### config.mk
export PLATFORM = sky130hd
export DESIGN_NAME = scan_mux
export DESIGN_NICKNAME = d
export VERILOG_FILES = /design/src/rtl/scan_mux_pkg.sv /design/src/rtl/scan_next_ch.sv /design/src/rtl/scan_mux.sv
export SDC_FILE = /design/constraint.sdc
export NUM_CORES = 1
export LEC_CHECK = 0
export ABC_AREA = 1
export BUFFER_PORTS_ARGS = -buffer_cell sky130_fd_sc_hd__buf_2
export CAP_MARGIN = 20
export CELL_PAD_IN_SITES_DETAIL_PLACEMENT = 0
export CELL_PAD_IN_SITES_GLOBAL_PLACEMENT = 1
export CORE_MARGIN = 2
export CORE_UTILIZATION = 31
export DETAILED_ROUTE_END_ITERATION = 6
export PLACE_DENSITY_LB_ADDON = 0.1
export SYNTH_ARGS = -nofsm -noshare
export SYNTH_HDL_FRONTEND = slang
export SYNTH_SLANG_ARGS = --single-unit
### constraint.sdc
create_clock -name clk -period 2.92 [get_ports clk]
set_clock_uncertainty 0.15 [all_clocks]
set_input_delay 0.438 -clock clk [delete_from_list [all_inputs] [get_ports clk]]
set_output_delay 0.438 -clock clk [all_outputs]
set_load 0.005 [all_outputs]
### src/rtl/scan_mux_pkg.sv
// ---------------------------------------------------------------------------
// scan_mux_pkg
// Shared definitions for the scanning multiplexer.
//   MODE_MANUAL / MODE_SINGLE / MODE_CONT : encodings of the 2-bit mode input
//                                           (2'b11 behaves like manual)
//   state_t                               : sequencer state (IDLE, SCAN)
// ---------------------------------------------------------------------------
package scan_mux_pkg;

    localparam logic [1:0] MODE_MANUAL = 2'b00;
    localparam logic [1:0] MODE_SINGLE = 2'b01;
    localparam logic [1:0] MODE_CONT   = 2'b10;

    typedef enum logic {
        IDLE = 1'b0,
        SCAN = 1'b1
    } state_t;

endpackage : scan_mux_pkg

### src/rtl/scan_next_ch.sv
// ---------------------------------------------------------------------------
// scan_next_ch
// Combinational channel finder used by the scan sequencer.
// Ports:
//   i_mask  : channel enable mask, bit i = channel i
//   i_cur   : current channel index (search starts strictly above it)
//   i_incl  : 1 = ignore i_cur and return the lowest set bit overall
//   o_ch    : next enabled channel; when nothing lies above i_cur this is
//             the lowest enabled channel (wrap target)
//   o_wrap  : no enabled channel above i_cur, but the mask is nonzero
//   o_none  : mask is all zero
// ---------------------------------------------------------------------------
module scan_next_ch
    import scan_mux_pkg::*;
#(
    parameter int CHANNELS = 8,
    parameter int SEL_W    = $clog2(CHANNELS)
) (
    input  logic [CHANNELS-1:0] i_mask,
    input  logic [SEL_W-1:0]    i_cur,
    input  logic                i_incl,
    output logic [SEL_W-1:0]    o_ch,
    output logic                o_wrap,
    output logic                o_none
);

    logic [SEL_W-1:0] w_aboveCh;
    logic             w_aboveFound;
    logic [SEL_W-1:0] w_lowCh;
    logic             w_lowFound;

    // Walking from the top bit down and overwriting on every hit leaves
    // the lowest qualifying channel in each result.
    always_comb begin
        w_aboveCh    = '0;
        w_aboveFound = 1'b0;
        w_lowCh      = '0;
        w_lowFound   = 1'b0;
        for (int i = CHANNELS - 1; i >= 0; i--) begin
            if (i_mask[i]) begin
                w_lowCh    = SEL_W'(i);
                w_lowFound = 1'b1;
                if (i_incl || (i > int'(i_cur))) begin
                    w_aboveCh    = SEL_W'(i);
                    w_aboveFound = 1'b1;
                end
            end
        end
    end

    assign o_ch   = w_aboveFound ? w_aboveCh : w_lowCh;
    assign o_wrap = !w_aboveFound && w_lowFound;
    assign o_none = !w_lowFound;

endmodule : scan_next_ch

### src/rtl/scan_mux.sv
// ---------------------------------------------------------------------------
// scan_mux
// Registered N-channel multi-bit multiplexer with valid/ready output and a
// built-in channel sequencer (manual select, single scan, continuous scan).
// Ports:
//   clk, rst  : clock, synchronous active-high reset
//   mode      : 00 manual, 01 single scan, 10 continuous scan, 11 manual
//   sel       : manual channel index (values >= CHANNELS give y = 0)
//   din       : packed channels, channel i at [i*WIDTH +: WIDTH]
//   en_mask   : channels visited by a scan
//   start     : scan start pulse (scan modes, idle only)
//   stop      : end a continuous scan after the next accept (sticky)
//   y, y_ch   : registered data and its channel index
//   y_valid   : y/y_ch valid; accepted by y_ready at a clock edge
//   y_ready   : consumer ready
//   busy      : scan in progress
//   done      : one-cycle pulse after a scan completes
// ---------------------------------------------------------------------------
module scan_mux
    import scan_mux_pkg::*;
#(
    parameter  int WIDTH    = 8,
    parameter  int CHANNELS = 8,
    localparam int SEL_W    = $clog2(CHANNELS)
) (
    input  logic                      clk,
    input  logic                      rst,
    input  logic [1:0]                mode,
    input  logic [SEL_W-1:0]          sel,
    input  logic [CHANNELS*WIDTH-1:0] din,
    input  logic [CHANNELS-1:0]       en_mask,
    input  logic                      start,
    input  logic                      stop,
    output logic [WIDTH-1:0]          y,
    output logic [SEL_W-1:0]          y_ch,
    output logic                      y_valid,
    input  logic                      y_ready,
    output logic                      busy,
    output logic                      done
);

    state_t                r_state;
    logic [WIDTH-1:0]      r_y;
    logic [SEL_W-1:0]      r_yCh;
    logic                  r_yValid;
    logic                  r_done;
    logic [CHANNELS-1:0]   r_mask;
    logic                  r_cont;
    logic                  r_stop;

    state_t                w_stateNxt;
    logic [WIDTH-1:0]      w_yNxt;
    logic [SEL_W-1:0]      w_yChNxt;
    logic                  w_yValidNxt;
    logic                  w_doneNxt;
    logic [CHANNELS-1:0]   w_maskNxt;
    logic                  w_contNxt;
    logic                  w_stopNxt;

    logic                  w_slotFree;
    logic                  w_accept;
    logic                  w_scanMode;
    logic                  w_scanReq;
    logic [CHANNELS-1:0]   w_findMask;
    logic                  w_findIncl;
    logic [SEL_W-1:0]      w_findCh;
    logic                  w_findWrap;
    logic                  w_findNone;
    logic [SEL_W-1:0]      w_loadCh;
    logic [WIDTH-1:0]      w_loadData;

    // Out-of-range indices match no channel and therefore return zero.
    function automatic logic [WIDTH-1:0] pickData(
        input logic [CHANNELS*WIDTH-1:0] data,
        input logic [SEL_W-1:0]          ch
    );
        logic [WIDTH-1:0] res;
        res = '0;
        for (int i = 0; i < CHANNELS; i++) begin
            if (ch == SEL_W'(i)) begin
                res = data[i*WIDTH +: WIDTH];
            end
        end
        return res;
    endfunction

    assign w_slotFree = !r_yValid || y_ready;
    assign w_accept   = r_yValid && y_ready;
    assign w_scanMode = (mode == MODE_SINGLE) || (mode == MODE_CONT);
    assign w_scanReq  = w_scanMode && start;

    // One finder serves both lookups: in IDLE it scans the live mask from
    // bit 0 for the first channel, in SCAN it walks the latched mask
    // upward from the channel currently presented.
    assign w_findMask = (r_state == SCAN) ? r_mask : en_mask;
    assign w_findIncl = (r_state == IDLE);

    scan_next_ch #(
        .CHANNELS (CHANNELS),
        .SEL_W    (SEL_W)
    ) u_finder (
        .i_mask (w_findMask),
        .i_cur  (r_yCh),
        .i_incl (w_findIncl),
        .o_ch   (w_findCh),
        .o_wrap (w_findWrap),
        .o_none (w_findNone)
    );

    assign w_loadCh   = ((r_state == SCAN) || w_scanReq) ? w_findCh : sel;
    assign w_loadData = pickData(din, w_loadCh);

    // Next-state and output-register logic. Scan ends either on the accept
    // of the last enabled channel (single) or on the first accept after a
    // stop was seen, including a stop arriving on the accept cycle itself.
    always_comb begin
        w_stateNxt  = r_state;
        w_yNxt      = r_y;
        w_yChNxt    = r_yCh;
        w_yValidNxt = r_yValid;
        w_doneNxt   = 1'b0;
        w_maskNxt   = r_mask;
        w_contNxt   = r_cont;
        w_stopNxt   = r_stop;

        case (r_state)
            IDLE: begin
                if (w_slotFree) begin
                    if (w_scanReq) begin
                        w_maskNxt = en_mask;
                        w_contNxt = (mode == MODE_CONT);
                        w_stopNxt = 1'b0;
                        if (w_findNone) begin
                            w_yValidNxt = 1'b0;
                            w_doneNxt   = 1'b1;
                        end else begin
                            w_yNxt      = w_loadData;
                            w_yChNxt    = w_loadCh;
                            w_yValidNxt = 1'b1;
                            w_stateNxt  = SCAN;
                        end
                    end else if (w_scanMode) begin
                        w_yValidNxt = 1'b0;
                    end else begin
                        w_yNxt      = w_loadData;
                        w_yChNxt    = w_loadCh;
                        w_yValidNxt = 1'b1;
                    end
                end
            end
            SCAN: begin
                w_stopNxt = r_stop || stop;
                if (w_accept) begin
                    if ((!r_cont && w_findWrap) || (r_cont && (r_stop || stop))) begin
                        w_yValidNxt = 1'b0;
                        w_doneNxt   = 1'b1;
                        w_stopNxt   = 1'b0;
                        w_stateNxt  = IDLE;
                    end else begin
                        w_yNxt   = w_loadData;
                        w_yChNxt = w_loadCh;
                    end
                end
            end
            default: begin
                w_stateNxt = IDLE;
            end
        endcase
    end

    // State and output registers with synchronous reset; a reset mid-scan
    // simply drops everything without a done pulse.
    always_ff @(posedge clk) begin
        if (rst) begin
            r_state  <= IDLE;
            r_y      <= '0;
            r_yCh    <= '0;
            r_yValid <= 1'b0;
            r_done   <= 1'b0;
            r_mask   <= '0;
            r_cont   <= 1'b0;
            r_stop   <= 1'b0;
        end else begin
            r_state  <= w_stateNxt;
            r_y      <= w_yNxt;
            r_yCh    <= w_yChNxt;
            r_yValid <= w_yValidNxt;
            r_done   <= w_doneNxt;
            r_mask   <= w_maskNxt;
            r_cont   <= w_contNxt;
            r_stop   <= w_stopNxt;
        end
    end

    assign y       = r_y;
    assign y_ch    = r_yCh;
    assign y_valid = r_yValid;
    assign busy    = (r_state == SCAN);
    assign done    = r_done;

endmodule : scan_mux

* Yosys cells after proc, flatten, opt, wreduce, memory -nomap -nowiden *
Index checks and enable logic that the tools add are counted.

word-level totals
  input bits = 82
  output and inout port bits = 14
  word-level logic and storage cells = 153
  register bits after elaboration = 24

operators by class
  equal/unequal tests = 16
  muxes and demuxes = 96
  bitwise logic cells = 1
  reductions and logical operators = 25
  order comparisons = 7

operator list
  operator                                              number
  two-way mux 8 bit                                     15
  two-way mux 3 bit                                     32
  two-way mux 1 bit                                     43
  one-hot mux 8 bit (2 select lines)                    1
  equality test 3 bit (second input constant)           4
  > comparator 3 bit (first input constant)             4
  logical OR 1 bit                                      12
  one-hot mux 1 bit (2 select lines)                    4
  equality test 3 x 2 -> 1 bit (second input constant)  2
  > comparator 2 x 3 -> 1 bit (first input constant)    2
  != test 2 bit (second input constant)                 3
  != test 3 bit (second input constant)                 2
  one-hot mux 3 bit (2 select lines)                    1
  AND reduction 3 bit                                   2
  logical AND 1 bit                                     5
  AND reduction 5 bit                                   1
  != test 2 x 1 -> 1 bit (second input constant)        2
  equality test 3 x 1 -> 1 bit (second input constant)  1
  > comparator 1 x 3 -> 1 bit (first input constant)    1
  zero test 1 bit                                       3
  zero test 3 bit                                       1
  equality test 2 x 1 -> 1 bit (second input constant)  1
  equality test 2 bit (second input constant)           1
  AND reduction 2 bit                                   1
  NOT 1 bit                                             1

* Logic depth before layout (Yosys ltp) *
  depth in word-level cells = 33
  depth in mapped cells = 23

* Modules after synthesis *
From an unflattened synthesis, not the netlist that was laid out.

unflattened totals
  cell total of the unflattened synthesis = 338
  area, all modules = 2064.5 um2

by module, submodules not included
  module        area each (um2)  cells each  instances  seq. area each (um2)
  scan_mux      1749.2           276         1          480.5
  scan_next_ch  315.3            62          1          0.0

* Worst setup path after synthesis *
Ideal clock, no wire load.

  path type = input -> register
  from = in mode[0]
  to = reg r_y[0] (netlist: y[0])
  required time = 2.630 ns
  buffers on the path = 1
  stages = 15
  library setup time = 0.140 ns
  slack = 0.470 ns
  data arrival time = 2.159 ns
  cells stage by stage = inv_1 > ha_1 > nor2_1 > nor2_1 > inv_1 > nand2_1 > o21ai_4 > inv_4 > buf_2 > nand4_1 > nand3_1 > nor2_1 > nand4_1 > nand2_1 > a21oi_2

on the way
  word-level cells in the longest chain between the ends = 18
  elaborated cells between the ends (all ways) = 32
  those cells by class = 11 x eq/ne; 16 x mux; 5 x reduce/logical

RTL lines
  item                                                                 RTL line                          RTL
  from (decl)                                                          scan_mux.sv:28                    input logic [1:0] mode,
  equality test 2 x 1 -> 1 bit or equality test 2 bit (tied branches)  scan_mux.sv:89                    assign w_scanMode = (mode == MODE_SINGLE) || (mode == MODE_CONT);
  logical OR 1 bit (*)                                                 scan_mux.sv:89
  logical AND 1 bit                                                    scan_mux.sv:90                    assign w_scanReq = w_scanMode && start;
  logical OR 1 bit                                                     scan_mux.sv:110                   assign w_loadCh = ((r_state == SCAN) || w_scanReq) ? w_findCh : sel;
  two-way mux 3 bit                                                    scan_mux.sv:110
  zero test 3 bit                                                      scan_mux.sv:80                    if (ch == SEL_W'(i)) begin
  two-way mux 8 bit (8 in series)                                      scan_mux.sv:80
  two-way mux 8 bit (on tied branches)                                 scan_mux.sv:142, scan_mux.sv:133
  two-way mux 8 bit                                                    scan_mux.sv:129                   if (w_scanReq) begin
  two-way mux 8 bit                                                    scan_mux.sv:128                   if (w_slotFree) begin
  one-hot mux 8 bit (2 select lines)                                   scan_mux.sv:126                   case (r_state)
  to (signal assigned)                                                 scan_mux.sv:185                   r_y <= w_yNxt;
  to (decl)                                                            scan_mux.sv:43                    logic [WIDTH-1:0] r_y;

Every way passes the cells marked *; elsewhere a longest branch is shown, timed or not. The select of a mux whose other input is x is not followed.
A chain may end at the register's enable or synchronous reset.

* Worst setup path in the final report *
  from = reg r_state (netlist: busy)
  to = reg r_y[6] (netlist: y[6])

on the way
  word-level cells in the longest chain between the ends = 33
  elaborated cells between the ends (all ways) = 93
  those cells by class = 12 x eq/ne; 66 x mux; 1 x bitwise; 14 x reduce/logical

RTL lines
  item                                                    RTL line                          RTL
  from (decl)                                             scan_mux.sv:42                    state_t r_state;
  from (signal assigned)                                  scan_mux.sv:184                   r_state <= w_stateNxt;
  NOT 1 bit                                               --
  logical OR 1 bit                                        scan_next_ch.sv:43                if (i_incl || (i > int'(i_cur))) begin
  two-way mux 3 bit or two-way mux 1 bit (tied branches)  scan_next_ch.sv:43
  two-way mux 3 bit or two-way mux 1 bit (tied branches)  scan_next_ch.sv:40                if (i_mask[i]) begin
  two-way mux 3 bit or two-way mux 1 bit (tied branches)  scan_next_ch.sv:43
  two-way mux 3 bit or two-way mux 1 bit (tied branches)  scan_next_ch.sv:40
  two-way mux 3 bit or two-way mux 1 bit (tied branches)  scan_next_ch.sv:43
  two-way mux 3 bit or two-way mux 1 bit (tied branches)  scan_next_ch.sv:40
  [... 10 more ...]                                       --
  two-way mux 3 bit                                       scan_next_ch.sv:51                assign o_ch = w_aboveFound ? w_aboveCh : w_lowCh;
  two-way mux 3 bit                                       scan_mux.sv:110
  zero test 3 bit                                         scan_mux.sv:80
  two-way mux 8 bit (8 in series)                         scan_mux.sv:80
  two-way mux 8 bit (on tied branches)                    scan_mux.sv:142, scan_mux.sv:133
  two-way mux 8 bit                                       scan_mux.sv:129
  two-way mux 8 bit                                       scan_mux.sv:128
  one-hot mux 8 bit (2 select lines)                      scan_mux.sv:126

Parallel ways exist; a longest one is shown, timed or not. The select of a mux whose other input is x is not followed.

==> results.cfg <==
[setup_path]
reg2reg_to = y[6]
end_kind = register
cp.required_ns = 2.93
slowest_delay_ns = 0.38
endpoint = y[6]
crit_type = reg2reg
startpoint = busy
path_depth = 19
crit_path_top_delay_cell = dfxtp_4
crit_buf_inv = 2
cp_cell_sequence = buf_4, o21ai_1, nor2_1, nand2_1, nand2_1, nand2_1, nand2_1, nand2_1, nand2_1, nand2_1, nand2_2, inv_2, nor2_4, nand2_1, nor2_1, nor2_1, nand4_1, nand2_1, a21oi_2
reg2reg_from = busy
r2r_slack_ns = 0.28
path_common_cell = nand2_1
critical_path.max_fanout = 8
worstRegToRegCells = 19
cp_top_family = simple AND/OR/NAND/NOR gates
startpoint_type = register
arrival_ns = 2.65

[finish]
layout_commonest_cell = buf_2
fillCellCount = 800
syn2layout_area_growth_pct = 31.2
layout-drive-gt1-share_pct = 33.1
seq_area_um2 = 484
finish.net_count = 549
diodes = 0
mostFrequentLayoutCells = 95 x buf_2, 94 x nand2_1, 53 x nor2_1, 51 x inv_1, 35 x nand4_1
final_util_pct = 42.2
final_cell_area_um2 = 2880
multi_input_area_um2 = 1400

[synth]
synth_cell_types = 31
yosys.area.top_type = dfxtp_1
synth_top_area_share_pct = 21.9
synth_area_um2 = 2190
synth-edff-count = 0
synth_nets = 450
ys_seq_area_share_pct = 21.9
postSynthCellCount = 367
synth_area_per_cell_um2 = 5.98
yosys_warnings = 0
ys_ff_latch = 24
synth_flop_cell = dfxtp_1
async_reset_ff_share_pct = 0
synthTopCellsByArea = dfxtp_1 22%, nand2_1 16%, nand4_1 10%

[pwr]
p_per_area_nw_per_um2 = 521
vdd_ir_drop_max_mv = 0.179
p_leak_nw = 1.47
total_power_mw = 1.50

[detailed_routing]
drc = 0
vias_per_cell = 4.65
route.met3.wl_um = 324
num_vias = 2608
drtIter0Drc = 97
wl_met2_mm = 3.40
top_layer = met4
antenna_left = 0
detail_route.wl_per_cell_um = 12.3
drtPass1Iterations = 4
routed_wl_mm = 6.91
wl_met1_mm = 3.16

[sta]
setup_viol = 0
hold_viol_final = 0
tightest_slew_ns = 0.397
fin_crit_ns = 2.64
fin_tns_setup_ns = 0
slew-limit-headroom_pct = 73.5
worst_hold_slack_ns = 0.274
slew_viol_final = 0
rsz0062_at_grt = false
timing.final.crit_share_pct = 90.3
fmax_mhz = 379

[placed_design]
numPortBuffers = 95
dpl.hpwl_mm = 5.54
placement.cell_area_um2 = 2800
gp_congestion = 0.885

[flow_run]
cap_violations = 0

[clock_tree]
clkLatencyLatePin_ns = 0.27
cts_tree = done
hold_buffers = 0
cts_buffer_depth = 2
numCtsBuffers = 3
cts_sinks = 24
clkTransAtPathRegs_ns = 0.10
cts-root-buf = clkbuf_8
cts_htree_levels = 1

[grt]
grt_usage_pct = 18.6
grt_pass1_vias = 2527
grt_max_degree = 23
grt_pass1_wl_mm = 11.4
antenna_found_initial = 0
gr-total-overflow = 0

[floorplan]
die_area_um2 = 7770
die_width_um = 88.1
placeableCoreArea_um2 = 6830
ios = 96
num_rows = 30
die_height_um = 88.1
start_util_pct = 32.1

[hold_path]
min_path_cells = 3
hold_class = in2reg

[outcome]
outcome = complete, no violations
## worst register-to-register path, stage by stage (launching register included)
cell,delay (ns)
dfxtp_4,0.38
buf_4,0.16
o21ai_1,0.30
nor2_1,0.11
nand2_1,0.08
nand2_1,0.05
nand2_1,0.05
nand2_1,0.05
nand2_1,0.06
nand2_1,0.05
nand2_1,0.06
nand2_2,0.15
inv_2,0.12
nor2_4,0.05
nand2_1,0.23
nor2_1,0.07
nor2_1,0.14
nand4_1,0.12
nand2_1,0.10
a21oi_2,0.05
## power by group
group / internal (mW) / leakage (nW) / switching [mW]
clock: 0.183 / 0.0357 / 0.117
sequential: 0.380 / 0.198 / 0.0396
combinational: 0.299 / 1.24 / 0.482
total: 0.863 / 1.47 / 0.639
## how the worst min path moves through the flow
| stage | startpoint | to | slack, ns |
|---|---|---|---|
| finish | en_mask[7] | r_mask[7] | 0.27 |
| global route | en_mask[7] | r_mask[7] | 0.26 |
| CTS | en_mask[7] | r_mask[7] | 0.27 |
| detailed placement | r_mask[3] | r_mask[3] | 0.30 |
| global placement | r_mask[2] | r_mask[2] | 0.30 |
| floorplan | r_mask[2] | r_mask[2] | 0.28 |
## registers in the layout (all words and copies together), names as in the netlist
| name | count |
|---|---|
| busy | 1 |
| done | 1 |
| r_cont | 1 |
| r_mask | 8 |
| r_stop | 1 |
| y | 8 |
| y_ch | 3 |
| y_valid | 1 |
## layer usage
layer | track usage [%] | up-vias
met3 | 2.64 | 2
met4 | 3.31 | 0
met1 | 23.4 | 1155
met5 | 0 | -
met2 | 34.0 | 74
li1 | - | 1377
## layout make-up
class / count / area share, %
clock buffers: 3 / 1.43
clock inverters: 1 / 1.04
inverters: 58 / 7.73
multi-input cells: 272 / 48.7
flip-flops and latches: 24 / 16.8
well taps: 96 / 4.17
repair buffers: 107 / 20.1
## repair_timing
item	CTS	global route
buffers inserted	0	0
resized for setup	0	3
endpoints found under the setup margin	0	7
## metrics by stage
step,setup slack (ns),cells
3_5_place_dp,0.0354,557
4_1_cts,0.115,561
5_1_grt,0.0118,561
2_1_floorplan,0.470,367
6_report,0.283,561
3_3_place_gp,0.101,557
## synthesized netlist by cell type, types with 2 or more instances
master    count
o21ai_2       2
nor3_4        2
inv_2         5
nand4_1      35
a21oi_2       8
o21ai_4       2
o21ai_1       7
inv_1        51
o21ai_0      18
buf_6         4
a21oi_1      12
nand3_1      13
buf_2         5
dfxtp_1      24
a211oi_1      2
nand2_4       3
nor2_1       53
nor2_4        3
nand2_1      94
inv_4         2
nand2_2       8
buf_4         2
clkbuf_1      2
nand3_2       2
nor2_2        2
## cells by family after synthesis
kind of cell / after synthesis / share of synthesized area (%)
AOI/OAI and AO/OA: 53 / 15.2
adders and majority gates: 1 / 0.570
buffers and inverters: 71 / 14.4
DFF: 24 / 21.9
and+or+nand+nor: 218 / 47.9
No activity file was read; power rests on OpenSTA's default activity.
